## src/rtl/multicycle_ctrl.sv

```systemverilog
// multicycle_ctrl: RV32I multi-cycle sequencing FSM with req/ack memory handshake.
// Define MC_MEM_TIMEOUT_EN to build the memory timeout counter and mem_err.
module multicycle_ctrl #(
  parameter int TIMEOUT_CYC = 64
) (
  input  logic        clk,
  input  logic        rst_n,
  input  logic [31:0] instruction,
  input  logic        br_taken,
  input  logic        mem_ack,
  output logic        mem_req,
  output logic        mem_we,
  output logic        mem_addr_sel,
  output logic        ir_wren,
  output logic        mdr_wren,
  output logic        pc_wren,
  output logic        rd_wren,
  output logic        pc_sel,
  output logic        op1_sel,
  output logic        op2_sel,
  output logic        alu_force_add,
  output logic [1:0]  wb_sel,
  output logic        instr_retired,
  output logic        illegal_instr,
  output logic        mem_err,
  output logic [2:0]  state_dbg
);
  typedef enum logic [2:0] {
    BOOT = 3'd0, FETCH = 3'd1, DECODE = 3'd2, EXEC = 3'd3, MEM = 3'd4, WB = 3'd5, HALT = 3'd7
  } state_t;
  state_t state, state_nxt;
  logic [6:0] op;
  logic is_r, is_i, is_ld, is_st, is_br, is_jal, is_jalr, is_lui, is_auipc, legal, jump;
  logic op1, op2, timeout, ill_q;
  logic unused_instr;
  assign op           = instruction[6:0];
  assign unused_instr = ^instruction[31:7];
  assign is_r     = op == 7'b0110011;
  assign is_i     = op == 7'b0010011;
  assign is_ld    = op == 7'b0000011;
  assign is_st    = op == 7'b0100011;
  assign is_br    = op == 7'b1100011;
  assign is_jal   = op == 7'b1101111;
  assign is_jalr  = op == 7'b1100111;
  assign is_lui   = op == 7'b0110111;
  assign is_auipc = op == 7'b0010111;
  assign legal    = is_r | is_i | is_ld | is_st | is_br | is_jal | is_jalr | is_lui | is_auipc;
  assign jump     = is_jal | is_jalr;
  // Operand mapping: PC-relative ops take PC on op1; everything but R-type takes imm on op2.
  assign op1 = is_br | is_jal | is_auipc;
  assign op2 = ~is_r;
`ifdef MC_MEM_TIMEOUT_EN
  localparam int CW = $clog2(TIMEOUT_CYC + 1);
  logic [CW-1:0] cnt;
  logic err_q;
  // Counts unacknowledged request cycles; zero whenever no request is waiting.
  always_ff @(posedge clk or negedge rst_n)
    if (!rst_n) cnt <= '0;
    else cnt <= (mem_req && !mem_ack) ? cnt + 1'b1 : '0;
  assign timeout = mem_req && !mem_ack && cnt == CW'(TIMEOUT_CYC - 1);
  always_ff @(posedge clk or negedge rst_n)
    if (!rst_n) err_q <= 1'b0;
    else err_q <= err_q | timeout;
  assign mem_err = err_q;
`else
  localparam int unused_timeout = TIMEOUT_CYC;
  assign timeout = 1'b0;
  assign mem_err = 1'b0;
`endif
  always_ff @(posedge clk or negedge rst_n)
    if (!rst_n) begin
      state <= BOOT;
      ill_q <= 1'b0;
    end else begin
      state <= state_nxt;
      ill_q <= ill_q | (state == DECODE && !legal);
    end
  assign illegal_instr = ill_q;
  assign state_dbg     = state;
  always_comb begin
    state_nxt     = state;
    mem_req       = 1'b0;
    mem_we        = 1'b0;
    mem_addr_sel  = 1'b0;
    ir_wren       = 1'b0;
    mdr_wren      = 1'b0;
    pc_wren       = 1'b0;
    rd_wren       = 1'b0;
    pc_sel        = 1'b0;
    op1_sel       = 1'b0;
    op2_sel       = 1'b0;
    alu_force_add = 1'b0;
    wb_sel        = 2'b00;
    instr_retired = 1'b0;
    case (state)
      BOOT: state_nxt = FETCH;
      FETCH: begin
        mem_req   = 1'b1;
        ir_wren   = mem_ack;
        state_nxt = mem_ack ? DECODE : timeout ? HALT : FETCH;
      end
      DECODE: state_nxt = legal ? EXEC : HALT;
      EXEC: begin
        op1_sel       = op1;
        op2_sel       = op2;
        alu_force_add = is_ld | is_st | is_br;
        pc_wren       = is_br;
        pc_sel        = is_br & br_taken;
        instr_retired = is_br;
        state_nxt     = (is_ld | is_st) ? MEM : is_br ? FETCH : WB;
      end
      MEM: begin
        mem_req       = 1'b1;
        mem_addr_sel  = 1'b1;
        mem_we        = is_st;
        op1_sel       = op1;
        op2_sel       = op2;
        alu_force_add = 1'b1;
        mdr_wren      = mem_ack & is_ld;
        pc_wren       = mem_ack & is_st;
        instr_retired = mem_ack & is_st;
        state_nxt     = mem_ack ? (is_st ? FETCH : WB) : timeout ? HALT : MEM;
      end
      WB: begin
        op1_sel       = op1;
        op2_sel       = op2;
        rd_wren       = 1'b1;
        pc_wren       = 1'b1;
        instr_retired = 1'b1;
        pc_sel        = jump;
        wb_sel        = is_ld ? 2'b11 : jump ? 2'b10 : 2'b00;
        state_nxt     = FETCH;
      end
      HALT: state_nxt = HALT;
      default: state_nxt = HALT;
    endcase
  end
endmodule

```

## config.mk

```make
export PLATFORM = sky130hd
export DESIGN_NAME = multicycle_ctrl
export DESIGN_NICKNAME = d
export VERILOG_FILES = /design/src/rtl/multicycle_ctrl.sv
export SDC_FILE = /design/constraint.sdc
export NUM_CORES = 1
export LEC_CHECK = 0
export CAP_MARGIN = 25
export CORE_UTILIZATION = 28
export DETAILED_ROUTE_END_ITERATION = 10
export MAX_ROUTING_LAYER = met4
export PLACE_DENSITY = 0.81
export SLEW_MARGIN = 20
export SYNTH_ARGS = -nofsm -noshare
export SYNTH_HDL_FRONTEND = slang
export SYNTH_SLANG_ARGS = --single-unit
```

## constraint.sdc

```tcl
create_clock -name clk -period 2.83 [get_ports clk]
set_input_delay 0.283 -clock clk [delete_from_list [all_inputs] [get_ports clk]]
set_output_delay 0.283 -clock clk [all_outputs]
set_load 0.05 [all_outputs]
```

== Word level (Yosys, flattened, before mapping) ==
Index checks and enable logic that the tools add are counted.
Word-level totals
  register bits after elaboration: 4
  bits in latches: 0
  bits in writable memories: 0
  memory bits (read-only): 0
  input port bits: 36
  output and inout bits: 19
  word-level logic and storage cells: 61
  memories: 0
Cells by class
  $add $sub $neg: 0
  multiply operators: 0
  div/mod/pow operators: 0
  order comparisons: 0
  eq/ne operators: 14
  shifts and indexed selects: 0
  multiplexer cells: 21
  bitwise gates (word level): 18
  reductions and logical operators: 6
Operators by type and width (count)
  equality test 7 x 6 -> 1 bit, second input constant: 3
  equality test 7 bit, second input constant: 3
  two-way mux 3 bit: 5
  one-hot mux 3 bit (5 select lines): 1
  equality test 7 x 5 -> 1 bit, second input constant: 2
  bitwise OR 1 bit: 14
  two-way mux 1 bit: 8
  two-way mux 2 bit: 4
  equality test 7 x 2 -> 1 bit, second input constant: 1
  equality test 3 x 2 -> 1 bit, second input constant: 2
  equality test 3 bit, second input constant: 2
  one-hot mux 1 bit (2 select lines): 2
  OR reduction 2 bit: 2
  bitwise AND 1 bit: 3
  equality test 3 x 1 -> 1 bit, second input constant: 1
  logical NOT 3 bit: 1
  one-hot mux 1 bit (3 select lines): 1
  OR reduction 3 bit: 1
  logical AND 1 bit: 1
  logical NOT 1 bit: 1
  NOT 1 bit: 1

== Depth between registers and ports, before layout ==
  depth after elaboration: 12
  depth in mapped cells: 5
  gate-level depth less buffers: 4

== Worst setup path before layout ==
Ideal clock, no wire load.
  path kind: register to output
  start point: register state[0], in the netlist state_dbg[0]
  end point: output port pc_wren
  arrival: 2309 ps
  data required time: 2547 ps
  setup slack: 238 ps
  stages on the path, launching flop included: 6
  path buffers: 2
  cells stage by stage: dfrtp_1 -> clkbuf_8 -> nor2b_1 -> nand2_1 -> o22ai_1 -> buf_4
Between the ends
  cells in the longest elaborated chain, start to end: 2
  elaborated cells between the ends (all ways): 4
  those cells by class: 3 x eq/ne; 1 x mux
Ends and longest elaborated chain
  from (decl): RTL line 31  | state_t state, state_nxt;
  from (signal assigned): RTL line 75  | state <= state_nxt;
  equality test 3 bit or equality test 3 x 2 -> 1 bit (tied branches)
  one-hot mux 1 bit (3 select lines) (*)
  to (decl): RTL line 16  | output logic pc_wren,
Mark *: on every way between the ends. The rest lies on a longest branch, timed or not.

== Final worst setup path ==
  start point: register state[0], in the netlist state_dbg[0]
  end point: output port op2_sel
Between the ends
  cells in the longest elaborated chain, start to end: 3
  elaborated cells between the ends (all ways): 5
  those cells by class: 3 x eq/ne; 1 x mux; 1 x reduce/logical
Ends and longest elaborated chain
  equality test 3 bit or equality test 3 x 2 -> 1 bit (tied branches): RTL line 95  | case (state)
  OR reduction 3 bit (no line) (*)
  two-way mux 1 bit (*): RTL line 95
  to (decl): RTL line 20  | output logic op2_sel,
Marks and branches as above.

==> run metrics <==
syn_nets 100; Period minus WS final 2440 ps; synth warn 0; post-DR wirelength/cell between 10 and 15 um; Syn Area/Cell about 7.4 um^2; fin worst setup slack roughly 390 ps; Worst Path Required ~2600 ps; Primary FF master, synth dfrtp_1; Via density just over 5; final wirelength 1290 um; Post-CTS Hold Buffers 0; area delta synth->final 61.6%; Largest delay share family, worst path buffers and inverters; initial antenna violation count 0; DR vias around 550; Core Region between 1500 and 2000 um^2; Reg area roughly 100 um^2; critical path data arrival time between 2000 and 2500 ps; Detailed Route Iter0 Violations 16; row count 14; CTS Buffer Depth 2; Die Y around 43 um; fin cells ~110; clock sinks 4; EDFF count, synth 0; Final HPWL DP 1020 um; Setup crit end kind output pin; status finished clean; Worst Tran Pin Value 504 ps; final hold vios 0; Post-Place Worst Slack about 440 ps; Setup Viol. Count Final 0; Cells after DPL between 100 and 150; setup_tns 0 ps; CTS resizes 0; NumNets Final between 100 and 150; TritonRoute pass-1 iters 4; IO buf count 28; CTS tree yes; register area share after synthesis a little over a fifth; largest cells by area after synthesis dfrtp_1, a21oi_1, nand2b_1, nor2_1, nand2_1; Post-synth ARST share between 90% and 100%; MaxCap Viol Count 0; GRT Util Overall between 10 and 15%; later-pin clock latency in the skew report ~230 ps; Critical Path Max Stage Delay 840 ps; DRC Markers 0; die area between 1500 and 2000 um^2; Synth top area share roughly a fifth; area of the multi-input gates between 300 and 400 um^2; Setup Skew 4.66 ps; CP Class flip-flop to output pin; fin util ~50%; Final ANT Viol Nets 0; die width roughly 43 um; H-tree levels 1; Setup Buffers After CTS 0; Cells after Synth 64; CP max stage cell clkdlybuf4s50_1; PD cells around 1100 nW/um^2; VDD IR-drop max just over 0.7 mV; initial core utilization between 30% and 40%; share of cells above drive strength 1 approximately 18%; worst path buffer plus inverter count 1; vias in the first global route between 400 and 500; Yosys reg bits 4; RSZ-0062 raised after global routing no; Fmax achieved approximately 410 MHz; final worst-path cycle share roughly 86%; Pleak 0.327 nW; Setup crit start kind flip-flop; CP Cell Sequence nor2b_1 > a21oi_1 > a41oi_1 > clkdlybuf4s50_1; gpl congestion just under 0.8; GR Overflow Total 0; first-pass GRT wire length 2020 um; Max Transition Viols Final 0; Synth area leader dfrtp_1; Distinct cells, synth 36; Rel. slew slack between 60% and 70%; Ports 55; Num CTS Buffers 3; CTS clock-pin slew for the worst setup and hold paths ~40 ps; largest net degree at the start of global routing 14; Layout fillers around 170; CTS Root Cell clkbuf_4; synthesized cell area 475 um^2; type of the tightest min-delay check primary input to asynchronous set/reset pin; Critical Path Fanout Max 11; ANT cells 0
through the flow:
stage	instance area (um^2)	power [mW]	hold slack [ps]
2_1_floorplan	475	0.579	-12.6
3_3_place_gp	746	0.744	451
3_5_place_dp	746	0.760	460
4_1_cts	768	0.834	247
5_1_grt	768	0.874	263
6_report	768	0.831	252
cell families after synthesis:
kind of cell	share of synthesized area (%)
other	0.789
flip-flops	21.1
buffers and inverters	10.0
multiplexers	2.11
AND/OR/NAND/NOR	47.4
AO/OA/AOI/OAI	18.7
where the power goes:
| group | internal [mW] | switching (mW) |
|---|---|---|
| Clock | 0.0473 | 0.0215 |
| Sequential | 0.0792 | 0.0543 |
| Combinational | 0.216 | 0.412 |
path summary, 6_finish.rpt:
path / startpoint / end / slack [ps] / cells past startpoint
worst max-delay path: state_dbg[0]$_DFF_PN0_ / op2_sel / 390 / 4
worst min-delay path: rst_n / state_dbg[1]$_DFF_PN0_ / 250 / 1
worst max register to register: state_dbg[1]$_DFF_PN0_ / state_dbg[2]$_DFF_PN0_ / 1270 / 4
worst min register to register: illegal_instr$_DFF_PN0_ / illegal_instr$_DFF_PN0_ / 460 / 1
max in group asynchronous: rst_n / illegal_instr$_DFF_PN0_ / 2410 / 1
min in group clk: illegal_instr$_DFF_PN0_ / illegal_instr$_DFF_PN0_ / 460 / 1
layer usage:
layer / GRT usage [%] / wire length [um] / share of wire, %
met5: - / 0 / 0
met4: 5.45 / 0 / 0
met3: 1.70 / 65 / 5.1
met2: 21.8 / 601 / 47
met1: 19.2 / 619 / 48
worst register-to-register path, stage by stage, from the launching register on:
cell	delay, ps
dfrtp_1	570
nand2b_1	200
nor2_1	100
or2b_1	190
or3b_1	360
cell type report:
| type | instances | share of cell area, % |
|---|---|---|
| flip-flops and latches | 4 | 13.0 |
| inverters | 4 | 1.95 |
| multi-input cells | 52 | 42.7 |
| well taps | 16 | 2.61 |
| clock buffers | 3 | 2.93 |
| repair buffers | 28 | 36.8 |
cell usage after synthesis (all sizes together) (2+ instances only):
master  n
a21oi   5
and3    2
buf     2
clkbuf  2
dfrtp   4
inv     4
nand2   5
nand2b  4
nor2    7
nor2b   2
nor3    2
o21ai   2
or2     3
flip-flops by register name, indices dropped and copies added, names as in the netlist:
register / cells
state_dbg: 3
illegal_instr: 1
cells in the final DEF (no fill, tap or decap), types with 2 or more instances in the layout:
| cell | count |
|---|---|
| clkdlybuf4s50_1 | 19 |
| buf_4 | 7 |
| nor2_1 | 6 |
| nand2_1 | 5 |
| a21oi_1 | 5 |
| inv_1 | 4 |
| nand2b_1 | 4 |
| dfrtp_1 | 4 |
| or2_1 | 3 |
| clkbuf_4 | 3 |
| nor2b_1 | 2 |
| and3_1 | 2 |
| nor3_1 | 2 |
| buf_12 | 2 |
Power figures use the tool's default switching activity.
==> RTL change, RTL diff (same settings) <==
Put one more register stage on the output `state_dbg`, cleared by the reset. The value now appears one clock later. The other outputs are not delayed to match.
--- a/src/rtl/multicycle_ctrl.sv
+++ b/src/rtl/multicycle_ctrl.sv
@@ -76,7 +76,13 @@
       ill_q <= ill_q | (state == DECODE && !legal);
     end
   assign illegal_instr = ill_q;
-  assign state_dbg     = state;
+  always_ff @(posedge clk or negedge rst_n) begin
+    if (!rst_n) begin
+      state_dbg <= '0;
+    end else begin
+      state_dbg <= state;
+    end
+  end
   always_comb begin
     state_nxt     = state;
     mem_req       = 1'b0;
Function: changed (a bounded check fails within 4 cycles, from zero or initial values and one cycle with rst_n low).
==> RTL change against the original RTL <==
- critical path depth fell by 1
- setup slack worse by 0.035 ns
- total power grew 3.7%
- utilization down 3.2 points
- sequential cell count increased by 3
- sequential share of layout area grew 8.0 points
- routed wire length is 1.9% higher
- non-clock buffer count unchanged
- final area is 8.3% higher
- sequential power up 44%
- synthesized area is 14% higher
- largest cell class unchanged
- largest power group unchanged
==> RTL change: results (changes against the original RTL) <==
* Peak per-stage delay on the critical path at 0.89 ns (+0.05 ns)
* Slew of the pin with the lowest slew margin at 0.5143 ns (+0.009905 ns)
* Met2 Routed Length at 646 um (+7.5%)
* Crit Path Max Fanout at 8 (-3)
* Leak Pwr at 0.3812 nW (+17%)
* Wirelength, routed at 1.311 mm (+1.9%)
* Vias in the first global route at 538 (+15%)
* DR iter-0 viols at 7 (-9)
* Reg2Reg Setup Slack at 1.39 ns (+0.12 ns)
* FF-to-FF Start: state[1]
* Worst VDD drop at 0.3635 mV (-49%)
* Post-synth top cells: 7 x dfrtp_1, 4 x and3_1, 3 x a21o_1, 3 x a21oi_1
* Met3 wire len at 76 um (+17%)
* Register area share after synthesis at 0.3218 (+0.1113)
* R2R cell count at 3 (-1)
* Met1 usage at 0.1655 (-0.02624)
* Main area contributors after synthesis: dfrtp_1 32%, nor2b_4 5.1%, and3_1 4.6%
* Global routing usage on met3 at 0.02353 (+0.006508)
* Clk_lat worst skew at 0.25 ns (+0.02 ns)
* Critical path startpoint: state[2]
* # fillers at 186 (+13%)
* Via count at 548 (-0.72%)
* Hold slack at 0.2871 ns (+0.03528 ns)
* # nets final at 123 (-4.7%)
* Minimum clock period at 2.479 ns (+0.03471 ns)
* Area after DPL at 805.8 um^2 (+8.1%)
* Final HPWL DP at 1.031 mm (+0.69%)
* Post-synthesis compound-gate area fraction at 0.1977 (+0.01086)
* First-pass GRT wire length at 2.208 mm (+9.3%)
* Outcome: complete, no violations
* Clock Skew at 0.0002096 ns (-0.004455 ns)
* Layout cells sized above 1 at 0.2093 (+0.03348)
* Worst Setup EP: ir_wren
* Sw frac at 0.5376 (-0.04995)
* Global Route met2 Usage at 0.2535 (+0.03561)
* M1 WL at 588 um (-5.0%)
* Fraction of synthesized area in multiplexers at 0 (-0.02105)
## RTL change: power groups by stage
| stage | logic [mW] | registers, mW | clock network [mW] |
|---|---|---|---|
| floorplan | 0.372 | 0.244 | 0 |
| global placement | 0.573 | 0.190 | 0 |
| detailed placement | 0.582 | 0.194 | 0 |
| CTS | 0.583 | 0.192 | 0.0931 |
| global route | 0.607 | 0.200 | 0.0999 |
| finish | 0.581 | 0.193 | 0.0890 |
## RTL change: metrics by stage
step / util / setup slack, ns
2_1_floorplan: - / 0.4767
3_3_place_gp: 0.4519 / 0.3648
3_5_place_dp: 0.4519 / 0.3630
4_1_cts: 0.4667 / 0.3515
5_1_grt: 0.4667 / 0.2699
6_report: 0.4667 / 0.3515
## RTL change: layout make-up
| type | instances | share of cell area |
|---|---|---|
| Tap cell | 25 | 0.03759 |
| Multi-Input combinational cell | 45 | 0.3985 |
| Timing Repair Buffer | 28 | 0.3128 |
| Sequential cell | 7 | 0.2105 |
| Clock buffer | 4 | 0.03158 |
| Inverter | 2 | 0.009023 |
